--- src/rtl/chain_decoder.sv ---
// chain_decoder
// Freeman chain-code decoder. Starting from a latched start point, it follows
// a stream of 3-bit direction codes, emits one pixel write per contour point,
// counts the accepted codes (Perimiter) and rebuilds the enclosed polygon area
// from a shoelace accumulator.
//
// Ports:
//   Clk         rising-edge clock
//   reset       asynchronous active-low reset
//   start       begin a decode (honoured only in IDLE or DONE)
//   start_x/y   start point, latched on start
//   code_valid  a direction code is offered
//   code        Freeman direction (0=E, 1=NE, 2=N ... 7=SE, y grows downward)
//   code_last   offered code is the last one of the contour
//   code_ready  decoder takes a code this cycle (STEP state)
//   pix_we      registered pixel write strobe
//   pix_x/y     registered pixel coordinates
//   Perimiter   number of accepted codes
//   Area        |shoelace sum| / 2, valid once Done is high
//   Done        decode finished (level)
//   Error       decode failed: out of bounds, counter overflow or open contour
//   busy        decoder is in LOAD, STEP or FINISH

module chain_decoder #(
   parameter int W       = 6,
   parameter int PERIM_W = 8,
   parameter int AREA_W  = 12
) (
   input  logic               Clk,
   input  logic               reset,
   input  logic               start,
   input  logic [W-1:0]       start_x,
   input  logic [W-1:0]       start_y,
   input  logic               code_valid,
   input  logic [2:0]         code,
   input  logic               code_last,
   output logic               code_ready,
   output logic               pix_we,
   output logic [W-1:0]       pix_x,
   output logic [W-1:0]       pix_y,
   output logic [PERIM_W-1:0] Perimiter,
   output logic [AREA_W-1:0]  Area,
   output logic               Done,
   output logic               Error,
   output logic               busy
);

   localparam int SW = 2*W + 2;

   typedef enum logic [2:0] {
      IDLE,
      LOAD,
      STEP,
      FINISH,
      DONE
   } state_t;

   state_t                r_state;
   logic [W-1:0]          r_startX;
   logic [W-1:0]          r_startY;
   logic [W-1:0]          r_curX;
   logic [W-1:0]          r_curY;
   logic                  r_pixWe;
   logic [W-1:0]          r_pixX;
   logic [W-1:0]          r_pixY;
   logic [PERIM_W-1:0]    r_perim;
   logic [AREA_W-1:0]     r_area;
   logic                  r_done;
   logic                  r_error;
   logic signed [SW-1:0]  r_accum;

   logic                  w_dxPos;
   logic                  w_dxNeg;
   logic                  w_dyPos;
   logic                  w_dyNeg;
   logic [W:0]            w_stepX;
   logic [W:0]            w_stepY;
   logic [W:0]            w_nextX;
   logic [W:0]            w_nextY;
   logic                  w_outOfBounds;
   logic                  w_accept;
   logic                  w_perimFull;
   logic                  w_closed;
   logic signed [SW-1:0]  w_xExt;
   logic signed [SW-1:0]  w_yExt;
   logic signed [SW-1:0]  w_accNext;
   logic signed [SW-1:0]  w_absAccum;
   logic [SW-1:0]         w_halfAccum;

   // Direction decode into unit steps on each axis.
   always_comb begin
      w_dxPos = 1'b0;
      w_dxNeg = 1'b0;
      w_dyPos = 1'b0;
      w_dyNeg = 1'b0;
      case (code)
         3'd0: begin w_dxPos = 1'b1;                   end
         3'd1: begin w_dxPos = 1'b1; w_dyNeg = 1'b1;   end
         3'd2: begin                 w_dyNeg = 1'b1;   end
         3'd3: begin w_dxNeg = 1'b1; w_dyNeg = 1'b1;   end
         3'd4: begin w_dxNeg = 1'b1;                   end
         3'd5: begin w_dxNeg = 1'b1; w_dyPos = 1'b1;   end
         3'd6: begin                 w_dyPos = 1'b1;   end
         default: begin w_dxPos = 1'b1; w_dyPos = 1'b1; end
      endcase
   end

   // The next point is formed one bit wider than the image so that stepping
   // off either edge (63+1 or 0-1) shows up as the extra top bit being set.
   always_comb begin
      w_stepX       = w_dxPos ? (W+1)'(1) : (w_dxNeg ? '1 : '0);
      w_stepY       = w_dyPos ? (W+1)'(1) : (w_dyNeg ? '1 : '0);
      w_nextX       = {1'b0, r_curX} + w_stepX;
      w_nextY       = {1'b0, r_curY} + w_stepY;
      w_outOfBounds = w_nextX[W] | w_nextY[W];
      w_closed      = (w_nextX[W-1:0] == r_startX) && (w_nextY[W-1:0] == r_startY);
   end

   // Shoelace term cur_x*dy - cur_y*dx: with unit steps it reduces to adding
   // or subtracting the current coordinates, so no multiplier is needed.
   always_comb begin
      w_xExt    = SW'(r_curX);
      w_yExt    = SW'(r_curY);
      w_accNext = r_accum;
      if (w_dyPos) begin
         w_accNext = w_accNext + w_xExt;
      end else if (w_dyNeg) begin
         w_accNext = w_accNext - w_xExt;
      end
      if (w_dxPos) begin
         w_accNext = w_accNext - w_yExt;
      end else if (w_dxNeg) begin
         w_accNext = w_accNext + w_yExt;
      end
      w_absAccum  = r_accum[SW-1] ? -r_accum : r_accum;
      w_halfAccum = w_absAccum >>> 1;
   end

   assign w_accept    = (r_state == STEP) && code_valid;
   assign w_perimFull = &r_perim;

   // Main controller. The strobe pix_we is a one-cycle pulse: it defaults low
   // and is raised only for the start point (entering LOAD) and for each
   // accepted in-bounds step, so gaps in code_valid never produce writes.
   // An out-of-bounds or overflowing accept ends the decode with Error set and
   // leaves the current point untouched.
   always_ff @(posedge Clk or negedge reset) begin
      if (!reset) begin
         r_state  <= IDLE;
         r_startX <= '0;
         r_startY <= '0;
         r_curX   <= '0;
         r_curY   <= '0;
         r_pixWe  <= 1'b0;
         r_pixX   <= '0;
         r_pixY   <= '0;
         r_perim  <= '0;
         r_area   <= '0;
         r_done   <= 1'b0;
         r_error  <= 1'b0;
         r_accum  <= '0;
      end else begin
         r_pixWe <= 1'b0;
         case (r_state)
            IDLE, DONE: begin
               if (start) begin
                  r_startX <= start_x;
                  r_startY <= start_y;
                  r_curX   <= start_x;
                  r_curY   <= start_y;
                  r_pixWe  <= 1'b1;
                  r_pixX   <= start_x;
                  r_pixY   <= start_y;
                  r_perim  <= '0;
                  r_accum  <= '0;
                  r_done   <= 1'b0;
                  r_error  <= 1'b0;
                  r_state  <= LOAD;
               end
            end
            LOAD: begin
               r_state <= STEP;
            end
            STEP: begin
               if (w_accept) begin
                  if (w_perimFull) begin
                     r_error <= 1'b1;
                     r_state <= FINISH;
                  end else begin
                     r_perim <= r_perim + 1'b1;
                     if (w_outOfBounds) begin
                        r_error <= 1'b1;
                        r_state <= FINISH;
                     end else begin
                        r_curX  <= w_nextX[W-1:0];
                        r_curY  <= w_nextY[W-1:0];
                        r_pixWe <= 1'b1;
                        r_pixX  <= w_nextX[W-1:0];
                        r_pixY  <= w_nextY[W-1:0];
                        r_accum <= w_accNext;
                        if (code_last) begin
                           r_state <= FINISH;
                           if (!w_closed) begin
                              r_error <= 1'b1;
                           end
                        end
                     end
                  end
               end
            end
            FINISH: begin
               r_area  <= AREA_W'(w_halfAccum);
               r_done  <= 1'b1;
               r_state <= DONE;
            end
            default: begin
               r_state <= IDLE;
            end
         endcase
      end
   end

   assign code_ready = (r_state == STEP);
   assign busy       = (r_state == LOAD) || (r_state == STEP) || (r_state == FINISH);
   assign pix_we     = r_pixWe;
   assign pix_x      = r_pixX;
   assign pix_y      = r_pixY;
   assign Perimiter  = r_perim;
   assign Area       = r_area;
   assign Done       = r_done;
   assign Error      = r_error;

endmodule

--- config.mk ---
export PLATFORM = sky130hd
export DESIGN_NAME = chain_decoder
export DESIGN_NICKNAME = d
export VERILOG_FILES = /design/src/rtl/chain_decoder.sv
export SDC_FILE = /design/constraint.sdc
export NUM_CORES = 1
export LEC_CHECK = 0
export CAP_MARGIN = 20
export CORE_UTILIZATION = 60
export CTS_CLUSTER_DIAMETER = 40
export DETAILED_ROUTE_END_ITERATION = 6
export PLACE_DENSITY = 0.84
export SETUP_SLACK_MARGIN = 0.15
export SLEW_MARGIN = 20
export SYNTH_ARGS = -nofsm -noshare
export SYNTH_HDL_FRONTEND = slang
export SYNTH_SLANG_ARGS = --single-unit
export TNS_END_PERCENT = 30
--- constraint.sdc ---
create_clock -name Clk -period 8.2 [get_ports Clk]
set_input_delay 1.64 -clock Clk [delete_from_list [all_inputs] [get_ports Clk]]
set_output_delay 1.64 -clock Clk [all_outputs]
set_load 0.03 [all_outputs]
; ---- After elaboration in Yosys (flattened, before gate mapping)
; Cells that the tools add are included.
; W data, S select, Z words.
[totals]
input_bits = 20
register_bits = 64
word_cells = 107
[op_classes]
addsub = 8
mux = 49
n_eq_ne = 18
n_reduce_logical = 20
bitwise = 1
[ops]
columns = cell, n
row1 = $mux W14, 8
row2 = $mux W6, 8
row3 = $add A14 B7 Y14, 2
row4 = $mux W7, 4
row5 = $pmux W14 S2, 1
row6 = $sub A14 B7 Y14, 2
row7 = $mux W8, 3
row8 = $pmux W6 S2, 2
row9 = $pmux W8 S2, 1
row10 = $mux W3, 5
row11 = $add A6 B7 Y7, 2
row12 = $mux W13, 1
row13 = $neg A13 Y13, 1
row14 = $eq A3 B2 Y1 const B, 4
row15 = $eq A3 B3 Y1 const B, 4
row16 = $eq A6 B6 Y1, 2
row17 = $mux W1, 12
row18 = $pmux W3 S4, 1
row19 = $reduce_and A5 Y1, 2
row20 = $reduce_or A5 Y1, 2
row21 = $add A8 B1 Y8 const B, 1
row22 = $reduce_and A8 Y1, 1
row23 = $eq A3 B1 Y1 const B, 2
row24 = $logic_not A3 Y1, 2
row25 = other kinds (14), 23

; ---- Depth between registers and ports, before layout
[depth]
depth_word = 14
ltp_mapped = 21
mapped_depth_nobuf = 20

; ---- Worst setup path before layout
; No wires, ideal clock.
[synth_path]
path_kind = in2reg
from = input port code[1]
to = register r_accum[4]
path_slack_ps = 3394
required_ps = 8135
stages = 16
path_buffers = 4
arrival_ps = 4741
setup_ps = 65
path_cell_list = buf_4 nor2_4 inv_1 clkbuf_1 ha_1 fa_1 a21o_1 a21oi_1 o31ai_1 or3_1 or2_1 clkbuf_1 and2_1 buf_4 a2111oi_0 a21o_1
[synth_between]
elab_chain_len = 12
elab_cells_between_ends = 32
[synth_lines]
columns = item, line
row1 = start: declaration, 35  ; input logic [2:0] code,
row2 = $eq A3 B2 Y1 / $eq A3 B1 Y1 (equally long branches), 96  ; case (code)
row3 = $reduce_or A3 Y1 (no source line), -
row4 = $mux W1, 96
row5 = $mux W14, 127  ; end else if (w_dyNeg) begin
row6 = $mux W14, 125  ; if (w_dyPos) begin
row7 = $add A14 B7 Y14, 133  ; w_accNext = w_accNext + w_yExt;
row8 = $mux W14, 132  ; end else if (w_dxNeg) begin
row9 = $mux W14, 130  ; if (w_dxPos) begin
row10 = $mux W14, 191  ; if (w_outOfBounds) begin
row11 = $mux W14, 186  ; if (w_perimFull) begin
row12 = $mux W14, 185  ; if (w_accept) begin
row13 = $pmux W14 S2, 164  ; case (r_state)
row14 = end signal: assignment, 200  ; r_accum <= w_accNext;
row15 = end: declaration, 70  ; logic signed [SW-1:0] r_accum;
; Several ways; a longest one is shown, not always the timed one. The select of a mux whose other input is x is not followed.
; A chain may end at the register's enable or synchronous reset.

; ---- Worst setup path after layout
[layout_path]
from = input port code[2]
to = register r_pixX[5], in the netlist pix_x[5]
[layout_between]
elab_chain_len = 10
elab_cells_between_ends = 26
[layout_lines]
columns = item, line
row1 = $eq A3 B2 Y1 / $eq A3 B3 Y1 (equally long branches), 96
row2 = $reduce_or A3 Y1 (no source line), -
row3 = $mux W1, 96
row4 = $mux W7 (2 in series), 111  ; w_stepX = w_dxPos ? (W+1)'(1) : (w_dxNeg ? '1 : '0);
row5 = $add A6 B7 Y7, 113  ; w_nextX = {1'b0, r_curX} + w_stepX;
row6 = $mux W6, 191
row7 = $mux W6, 186
row8 = $mux W6, 185
row9 = $pmux W6 S2, 164
row10 = end signal: assignment, 172  ; r_pixX <= start_x;
row11 = end signal: assignment, 198  ; r_pixX <= w_nextX[W-1:0];
row12 = end: declaration, 64  ; logic [W-1:0] r_pixX;
; Several ways; a longest one is shown, not always the timed one. The select of a mux whose other input is x is not followed.

==> reports/qor.txt <==
Outcome: complete, no violations
Instance area after placement: 0.00574 mm^2
Critical Path Sink Type: flop
Worst hold slack: 0.483 ns
Cell internal pwr: 0.00130 W
Antenna Violating Nets Remaining: 0
Worst setup slack after layout: 2.29 ns
Starting Density: 63.1%
Clock Tree Buf Depth: 2
Highest-count cells in the layout ignoring fill and taps: 108 x nand2_1, 64 x dfrtp_1, 55 x clkdlybuf4s50_1, 53 x o21ai_0, 43 x nor2_1
Synthesized area divided by synthesized cell count: 8.13 um^2
Global-route wire length before repair: 23.2 mm
Final-layout setup total negative slack: 0 ns
Arrival time at the worst endpoint: 6.17 ns
Share of synthesized area occupied by flip-flops and latches: 30.4%
Clock-pin slew on the worst setup and hold paths: 0.07 ns
Library cell with the largest summed area after synthesis: dfrtp_1
Total grt overflow: 0
Post-synth EDFFs: 0
Number of top-level pins: 57
Die Footprint: 0.00915 mm^2
Detail-routed net length per standard cell: 17.8 um
Site row count: 33
Synthesis-stage register bit count: 64
Iteration-0 DRC count of the detailed router: 394
Quantity of I/O buffers inserted on ports: 56
Post-Synthesis Cells: 647
Peak supply drop: 0.241 mV
Count of buffer and inverter cells on the critical path: 2
Max capacitance violation total: 0
Via total after detailed routing: 4,880
Vias per inst: 6.18
Final Instance Area: 0.00595 mm^2
DP Worst Slack: 2.06 ns
Layout area overhead: 13.1%
Initial antenna violation count: 0
Worst-case headroom to the max-slew limit: 44.9%
Placeable Area: 0.00834 mm^2
Fraction of synthesis flops using an asynchronous set or reset pin: 100%
Delay-heaviest family, CP: simple AND/OR/NAND/NOR gates
FF-to-FF Start: r_accum[1]
Antenna diodes: 0
DRC violation count after routing: 0
H-tree lvl count: 3
CP Data Required Time: 8.46 ns
Post-CTS setup buffer count: 0
Switching power: 0.00135 W
Synth area leaders: dfrtp_1 30%, ha_1 8.3%, nand2_1 7.7%
Number of sinks driven by the clock tree: 64
Clock Latency Late Sink: 0.35 ns
Most common cell after layout, fill and taps aside: nand2_1
Warnings from Yosys: 0
Total track usage: 33.5%
Share of layout cells above drive strength 1: 5.55%
Slowest library cell on the worst path: clkdlybuf4s50_1
Origin of the worst min-delay path: Area[3]
Critical path launch point type: input port
Worst Tran Pin Value: 0.826 ns
Crit Path Class: in -> reg
Post-layout net count: 742
Number of buffers added to fix hold violations after cts: 0
Cell Chain, Critical Path: clkdlybuf4s50_1, nor2_1, ha_1, a21o_1, a21oi_1, o31ai_1, or3_1, or2_1, and2_1, inv_1, o21ai_0, a22oi_1
Final period demand of the worst path: 5.91 ns
Power share of the sequential group: 23.6%
Share of Yosys cell area claimed by the top area cell type: 30.4%
Total Routed Length: 14.1 mm
Total clock buffers created by CTS: 9
Number of gates resized after cts: 0
Mapped cell area: 0.00526 mm^2
Final-report setup violation count: 0
PD cells: 447 mW/mm^2
Total iterations of the first detailed-routing run: 6
Logic gate share of total power: 65.0%
Pin count of the biggest net entering global routing: 65
Final clock skew: 0.00800 ns
Static leakage: 2.68 nW
Post-detail-place hpwl: 10.6 mm
Total nets after synthesis: 707
Routability-driven placement congestion ratio: 0.994
Total count of hold-check failures in the final report: 0
Worst setup path startpoint: code[2]
Switching portion of total power: 51.0%
Vertical die dimension: 95.6 um
Classification of the worst-slack hold path: reg -> reg
Clock power frac: 11.4%
Slew Limit Fails: 0
Worst setup slack for register-to-register paths: 3.72 ns
Max Freq: 169 MHz
Period Utilization, post-route: 72.1%
Clock tree root buffer cell: clkbuf_8
Top fanout value on the critical path: 29
Count of distinct cell types in the synthesized netlist: 78
Stage delay of the slowest cell on the critical path: 0.79 ns
Width of the chip: 95.6 um
Vias in the first global route: 4,716
Setup repair after global routing missed its margin: false
Synth Flop Type: dfrtp_1
Clock tree from TritonCTS: built
-- stage by stage --
step / util, % / instances / power [W]
after floorplan: - / 647 / 0.00186
after global placement: 68.8 / 776 / 0.00225
after CTS: 71.3 / 790 / 0.00262
final: 71.3 / 790 / 0.00266
after detailed placement: 68.8 / 776 / 0.00231
after global routing: 71.3 / 790 / 0.00286
-- synth_stat cells (all sizes together), types with 8 or more instances --
library cell / n
a31oi: 9
a21oi: 36
inv: 37
nand2: 108
dfrtp: 64
xor2: 23
or3: 13
nand4: 10
nor3: 10
ha: 35
nor2: 44
xnor2: 25
clkbuf: 24
o21ai: 59
nand3: 17
buf: 8
and2: 9
-- worst reg2reg max path: stages, from the launching register on --
cell      delay (ns)
dfrtp_1         0.56
inv_1           0.29
fa_1            0.48
and2b_2         0.24
o21a_1          0.12
o31ai_1         0.07
xnor2_1         0.36
a21oi_1         0.16
ha_1            0.41
nand3b_1        0.12
o21ai_0         0.08
a41oi_1         0.26
or2b_2          0.34
a21oi_1         0.21
and4_1          0.27
o21ai_1         0.10
a211o_1         0.27
o21ai_1         0.07
-- layer usage --
metal / global-route usage [%] / vias to the layer above / wire length (um)
met5: 0 / - / 0
met4: 12.8 / 0 / 404
met3: 6.22 / 40 / 998
met2: 53.9 / 197 / 6690
met1: 44.7 / 2309 / 5990
li1: - / 2334 / -
-- state kept, by name, summed over array words and instances (netlist names), 3 cells and up --
name,flops
Area,12
Perimiter,8
pix_x,6
pix_y,6
r_accum,14
r_startX,6
r_startY,6
r_state,3
-- path summary, 6_finish.rpt --
check,depth (start not counted),to
worst max-delay path,12,pix_x[5]
worst min-delay path,2,Area[3]
worst max register to register,17,r_accum[13]
worst min register to register,2,Area[3]
max in group asynchronous,2,pix_we
min in group asynchronous,2,Area[9]
-- logic make-up (layout without fill, tap and decap cells) --
logic type | Yosys count | in the layout | share of synthesized area, %
buffers and inverters | 70 | 108 | 6.75
DFF | 64 | 64 | 30.4
xor gates and xnor gates | 48 | 48 | 7.99
and+or+nand+nor | 254 | 254 | 23.5
AOI/OAI and AO/OA | 166 | 166 | 20.1
muxes | 5 | 5 | 0.975
adders and majority gates | 40 | 40 | 10.2
-- power groups by stage --
stage	registers (W)	logic, W	clock network, W
global route	0.000642	0.00190	0.000317
finish	0.000627	0.00173	0.000302
detailed placement	0.000624	0.00168	0
CTS	0.000620	0.00170	0.000305
global placement	0.000617	0.00163	0
floorplan	0.000655	0.00121	0
-- final cells by class --
class                           instances  area (um^2)
Multi-Input combinational cell        513         3300
Fill cell                             646         2390
Sequential cell                        64         1600
Timing Repair Buffer                   57          563
Clock buffer                           11          141
Inverter                               37          139
Tap cell                              105          131
Clock inverter                          3         67.6
(Power assumes the default switching activity.)
